[config.mk]
export PLATFORM = sky130hd
export DESIGN_NAME = bus_dest_regs
export DESIGN_NICKNAME = d
export VERILOG_FILES = /design/src/rtl/bus_dest_regs.sv
export SDC_FILE = /design/constraint.sdc
export NUM_CORES = 1
export LEC_CHECK = 0
export CORE_ASPECT_RATIO = 0.75
export CORE_MARGIN = 2
export CORE_UTILIZATION = 40
export DETAILED_ROUTE_END_ITERATION = 7
export PLACE_DENSITY = 0.68
export SYNTH_ARGS = -nofsm -noshare
export SYNTH_HDL_FRONTEND = slang
export SYNTH_SLANG_ARGS = --single-unit
export TNS_END_PERCENT = 30
[constraint.sdc]
create_clock -name clk -period 1.8 [get_ports clk]
set_clock_uncertainty 0.2 [all_clocks]
set_input_delay 0.36 -clock clk [delete_from_list [all_inputs] [get_ports clk]]
set_output_delay 0.36 -clock clk [all_outputs]
set_load 0.005 [all_outputs]
[src/rtl/bus_dest_regs.sv]
`default_nettype none
// ============================================================================
// Module      : bus_dest_regs
// Description : Bus destination register file with load masks, pointer
//               increments, AC zero flag and a delayed data-memory write port.
// Revision    : 1.0 - initial release
// ============================================================================
module bus_dest_regs #(
  parameter int REG_WIDTH = 12
) (
  input  logic                 clk,
  input  logic                 rstN,
  input  logic [REG_WIDTH-1:0] busIn,
  input  logic [7:0]           wrEn,
  input  logic [3:0]           incEn,
  input  logic                 dmWrReq,
  output logic [REG_WIDTH-1:0] AR,
  output logic [REG_WIDTH-1:0] R,
  output logic [REG_WIDTH-1:0] RL,
  output logic [REG_WIDTH-1:0] RC,
  output logic [REG_WIDTH-1:0] RP,
  output logic [REG_WIDTH-1:0] RQ,
  output logic [REG_WIDTH-1:0] R1,
  output logic [REG_WIDTH-1:0] AC,
  output logic                 zFlag,
  output logic                 dmWrEn,
  output logic [REG_WIDTH-1:0] dmAddr,
  output logic [REG_WIDTH-1:0] dmData
);

  localparam int                   c_numRegs = 8;
  localparam logic [REG_WIDTH-1:0] c_one     = {{(REG_WIDTH-1){1'b0}}, 1'b1};

  logic [REG_WIDTH-1:0] r_regs [c_numRegs];
  logic [REG_WIDTH-1:0] w_next [c_numRegs];
  logic                 r_zFlag;
  logic                 r_dmWrEn;
  logic [REG_WIDTH-1:0] r_dmAddr;
  logic [REG_WIDTH-1:0] r_dmData;

  // Register index order: AR, R, RL, RC, RP, RQ, R1, AC. Indices 2..5 map to incEn[0..3].
  for (genvar i = 0; i < c_numRegs; i++) begin : g_next
    if (i >= 2 && i <= 5) begin : g_incReg
      assign w_next[i] = wrEn[i]     ? busIn :
                         incEn[i-2]  ? r_regs[i] + c_one :
                                       r_regs[i];
    end else begin : g_loadReg
      assign w_next[i] = wrEn[i] ? busIn : r_regs[i];
    end
  end

  always_ff @(posedge clk or negedge rstN) begin
    if (!rstN) begin
      for (int i = 0; i < c_numRegs; i++) begin
        r_regs[i] <= '0;
      end
      r_zFlag  <= 1'b1;
      r_dmWrEn <= 1'b0;
      r_dmAddr <= '0;
      r_dmData <= '0;
    end else begin
      for (int i = 0; i < c_numRegs; i++) begin
        r_regs[i] <= w_next[i];
      end
      r_zFlag  <= (w_next[7] == '0);
      r_dmWrEn <= dmWrReq;
      // Address uses AR before this edge, so a concurrent AR load cannot redirect the write.
      if (dmWrReq) begin
        r_dmAddr <= r_regs[0];
        r_dmData <= busIn;
      end
    end
  end

  assign AR     = r_regs[0];
  assign R      = r_regs[1];
  assign RL     = r_regs[2];
  assign RC     = r_regs[3];
  assign RP     = r_regs[4];
  assign RQ     = r_regs[5];
  assign R1     = r_regs[6];
  assign AC     = r_regs[7];
  assign zFlag  = r_zFlag;
  assign dmWrEn = r_dmWrEn;
  assign dmAddr = r_dmAddr;
  assign dmData = r_dmData;

endmodule
`default_nettype wire
-- After elaboration in Yosys (flattened, before gate mapping)
Index checks and enable logic that the tools add are counted.
- register bits after elaboration: 122
- input bits: 27
- word-level logic and storage cells: 30
- add/sub/neg operators: 4
- mux-type cells: 9
- reductions and logical operators: 5
- operators with widths (kind ; count):
    12-bit 2-to-1 mux ; 9
    12-bit by 1-bit adder with 12-bit output, second input constant ; 4
    12-bit zero test ; 1
    2-bit nonzero test ; 4

-- Depth between registers and ports, before layout
- depth in word-level cells: 3
- depth in mapped cells: 5
- depth with buffers taken out: 5

-- Least setup slack after synthesis
No wires, ideal clock.
- path kind: input to register
- start: in incEn[2]
- end: reg r_regs (netlist bit RP[11])
- data arrival time: 1.281 ns
- required time: 1.475 ns
- setup slack: 0.195 ns
- stages: 5
- path through: buf_2 nand4_1 nor4_2 xor2_1 mux2_2
- word-level cells in the longest chain between the ends: 1
- RTL lines (item ; RTL line ; text):
    start: declaration ; 15 ; input logic [3:0] incEn,
    2-bit nonzero test (no line) ; - ;
    end signal: indexed assignment ; 63 ; r_regs[i] <= w_next[i];
    end: declaration ; 34 ; logic [REG_WIDTH-1:0] r_regs [c_numRegs];
No other way between the ends.
A chain may end at the register's enable or synchronous reset.

-- Final worst setup path
- start: reg r_zFlag (netlist: zFlag)
- end: out zFlag
- RTL lines (item ; RTL line ; text):
    start: declaration ; 36 ; logic r_zFlag;
    start signal: assignment ; 65 ; r_zFlag <= (w_next[7] == '0);
    end: declaration ; 25 ; output logic zFlag,
No word-level cell between the ends.

==> impl_metrics.json <==
{
  "row_count": 36,
  "first_pass_iters": 5,
  "grt_pass1_vias": 4413,
  "outcome": "completed",
  "synthTopCellsByCount": "dfrtp_1 (121), mux2_2 (75), nand2_1 (62)",
  "leakagePower_nw": 3.639,
  "fin_nets": 694,
  "grt_pass1_wl_um": 25020,
  "grt_use_total": 0.2253,
  "worstPathCellList": "dlygate4sd2_1",
  "ys_warn_count": 0,
  "p_int_mw": 6.120,
  "synthDistinctLibCells": 31,
  "min_path_type": "primary input to asynchronous set/reset pin",
  "finalHoldViolCount": 0,
  "slowest_stage": "dfstp_2",
  "grt_max_degree": 39,
  "setup_tns_ns": 0,
  "ys_ff_latch": 122,
  "clk_pin_slew_ns": 0.06,
  "synth_top_area_share": 0.5616,
  "syn_area_um2": 5391,
  "clkLatencyLatePin_ns": 0.41,
  "dpl.cell_count": 782,
  "maxCapViolCount": 0,
  "async_reset_ff_frac": 1.000,
  "rsz0062_at_grt": "false",
  "p_sw_frac": 0.2513,
  "crit_family": "flip-flops",
  "cp.buffers_inverters": 1,
  "synth_edf_count": 0,
  "ios": 149,
  "start_kind": "flop",
  "synth.area.top_cells": "dfrtp_1 (56%), mux2_2 (16%), nand2_1 (4.3%), xor2_1 (4.2%), o21ai_0 (4.1%)",
  "cts_root_buf": "clkbuf_16",
  "worst_setup_path_end_kind": "output port",
  "grt_overflow_total": 0,
  "drtAntennaViolNets": 0,
  "syn_nets": 477,
  "netlist_instances": 446,
  "relSlewSlack": 0.7312,
  "wl_per_cell_um": 18.45,
  "combPwrFrac": 0.170,
  "path_max_fanout": 1,
  "total_power_mw": 8.174,
  "worstPathRequired_ns": 1.24,
  "powerDensity_nw_per_um2": 1013,
  "clock-sinks": 122,
  "drive_gt1_frac": 0.2993,
  "syn_avg_cell_area_um2": 12.09,
  "dp_slack_ns": -0.1879,
  "criticalPathCategory": "flop to output port",
  "post_dp_cell_area_um2": 7345,
  "design_area_um2": 8070,
  "wl_um": 15630,
  "cts_tree": "yes",
  "netSwitchingPower_mw": 2.054,
  "fmax_mhz": 576.2,
  "cts_buffers": 17,
  "via_count": 4243,
  "synth_most_common_cell": "dfrtp_1",
  "setup_violations": 0,
  "fp.dieH_um": 104.5,
  "p_clk_frac": 0.433,
  "final_max_slew_viol_count": 0,
  "yosysSeqAreaShare": 0.5665,
  "setup_slack_ns": 0.06450,
  "yosysTopAreaCell": "dfrtp_1",
  "cp.arrival_ns": 1.18,
  "vdd_drop_max_v": 0.0006005,
  "post-route-min-period_ns": 1.736,
  "antenna_found_initial": 0,
  "synthFlopType": "dfrtp_1",
  "drtIter0Drc": 252,
  "final_cells": 847,
  "io_buffers": 148,
  "start_util": 0.4127,
  "die_w_um": 138.1,
  "dieArea_um2": 14430,
  "gp_congestion": 0.8908,
  "dpl.hpwl_um": 10600,
  "power_frac_seq": 0.397,
  "area_growth_pct": 49.69,
  "tightest_slew_ns": 0.4033,
  "drc": 0,
  "worst_path_largest_cell_delay_ns": 0.54,
  "clock_path_buffers": 2,
  "coreArea_um2": 13060,
  "via_per_inst": 5.009,
  "cts_max_level": 4,
  "post-route-period-util": 0.9642
}
[timing repair]
action                     4_1_cts  5_1_grt
setup endpoints to repair      122        3
resized for setup              132        2
setup buffers                   32        0
hold endpoints to repair        23        0
hold buffers                     1        0
pin swaps                        0        1
[sequential cells by signal, summed over array words and instances (netlist names)]
register and cells:
AC 12, AR 12, R 12, R1 12
RC 12, RL 12, RP 12, RQ 12
dmAddr 12, dmData 12, dmWrEn 1, zFlag 1
[metal layers]
layer / vias to the layer above / wire length [um] / GRT usage
met3: 16 / 1353 / 0.09120
met2: 129 / 7281 / 0.3575
met5: - / 0 / 0
met1: 2111 / 6848 / 0.2924
li1: 1987 / - / -
met4: 0 / 148 / 0.04883
[final cells by class]
cell class                      count  area, um^2
Inverter                            3       11.26
Multi-Input combinational cell    291        2163
Clock inverter                     12       175.2
Antenna cell                        1       2.502
Fill cell                        1086        4992
Tap cell                          171       214.0
Timing Repair Buffer              228        2004
Clock buffer                       19       432.9
Sequential cell                   122        3067
[cell families after synthesis]
kind of cell / count (synthesis) / synth area share
XOR/XNOR: 44 / 0.07148
multiplexers: 79 / 0.1641
flip-flops: 122 / 0.5665
AND/OR/NAND/NOR: 119 / 0.1137
buffers and inverters: 33 / 0.03318
adder cells (fa/ha/maj): 4 / 0.009283
AO/OA/AOI/OAI: 45 / 0.04177
[power by group through the flow]
stage / clock, mW / combinational, mW / sequential (mW)
after floorplan: 0 / 0.475 / 3.32
after global placement: 0 / 1.39 / 3.33
after detailed placement: 0 / 1.41 / 3.35
after CTS: 3.58 / 1.40 / 3.25
after global routing: 3.74 / 1.52 / 3.28
final: 3.54 / 1.39 / 3.25
[metrics by stage]
| stage | hold WS (ns) | util |
|---|---|---|
| floorplan | -0.1356 | - |
| global placement | 0.1121 | 0.5623 |
| detailed placement | 0.1187 | 0.5623 |
| CTS | 0.2348 | 0.6172 |
| global route | 0.2321 | 0.6176 |
| finish | 0.2233 | 0.6178 |
[cells in the final DEF, fill, tap and decap left out, types with 5 or more instances in the layout]
master | synthesis | layout
nand4_1 | 16 | 16
nor3_1 | 6 | 6
nor2_1 | 7 | 7
xnor2_1 | 18 | 18
dfrtp_1 | 121 | 111
nand3_1 | 6 | 6
o21ai_0 | 44 | 43
clkbuf_16 | 0 | 17
dfrtp_2 | 0 | 10
xor2_1 | 26 | 26
buf_12 | 0 | 6
buf_4 | 7 | 74
mux2_2 | 75 | 75
clkdlybuf4s50_1 | 0 | 25
and3_1 | 6 | 5
dlygate4sd2_1 | 0 | 122
nand2_1 | 62 | 62
[worst paths after layout]
path,from,endpoint,slack (ns),depth (start not counted)
worst max-delay path,zFlag,zFlag,0.06,1
worst min-delay path,rstN,R1[2],0.22,2
worst max register to register,RQ[0],RQ[4],0.07,7
worst min register to register,dmAddr[8],dmAddr[8],0.30,1
max in group asynchronous,rstN,zFlag,0.58,3
min in group clk,dmAddr[8],dmAddr[8],0.30,1
Power figures use the tool's default switching activity.
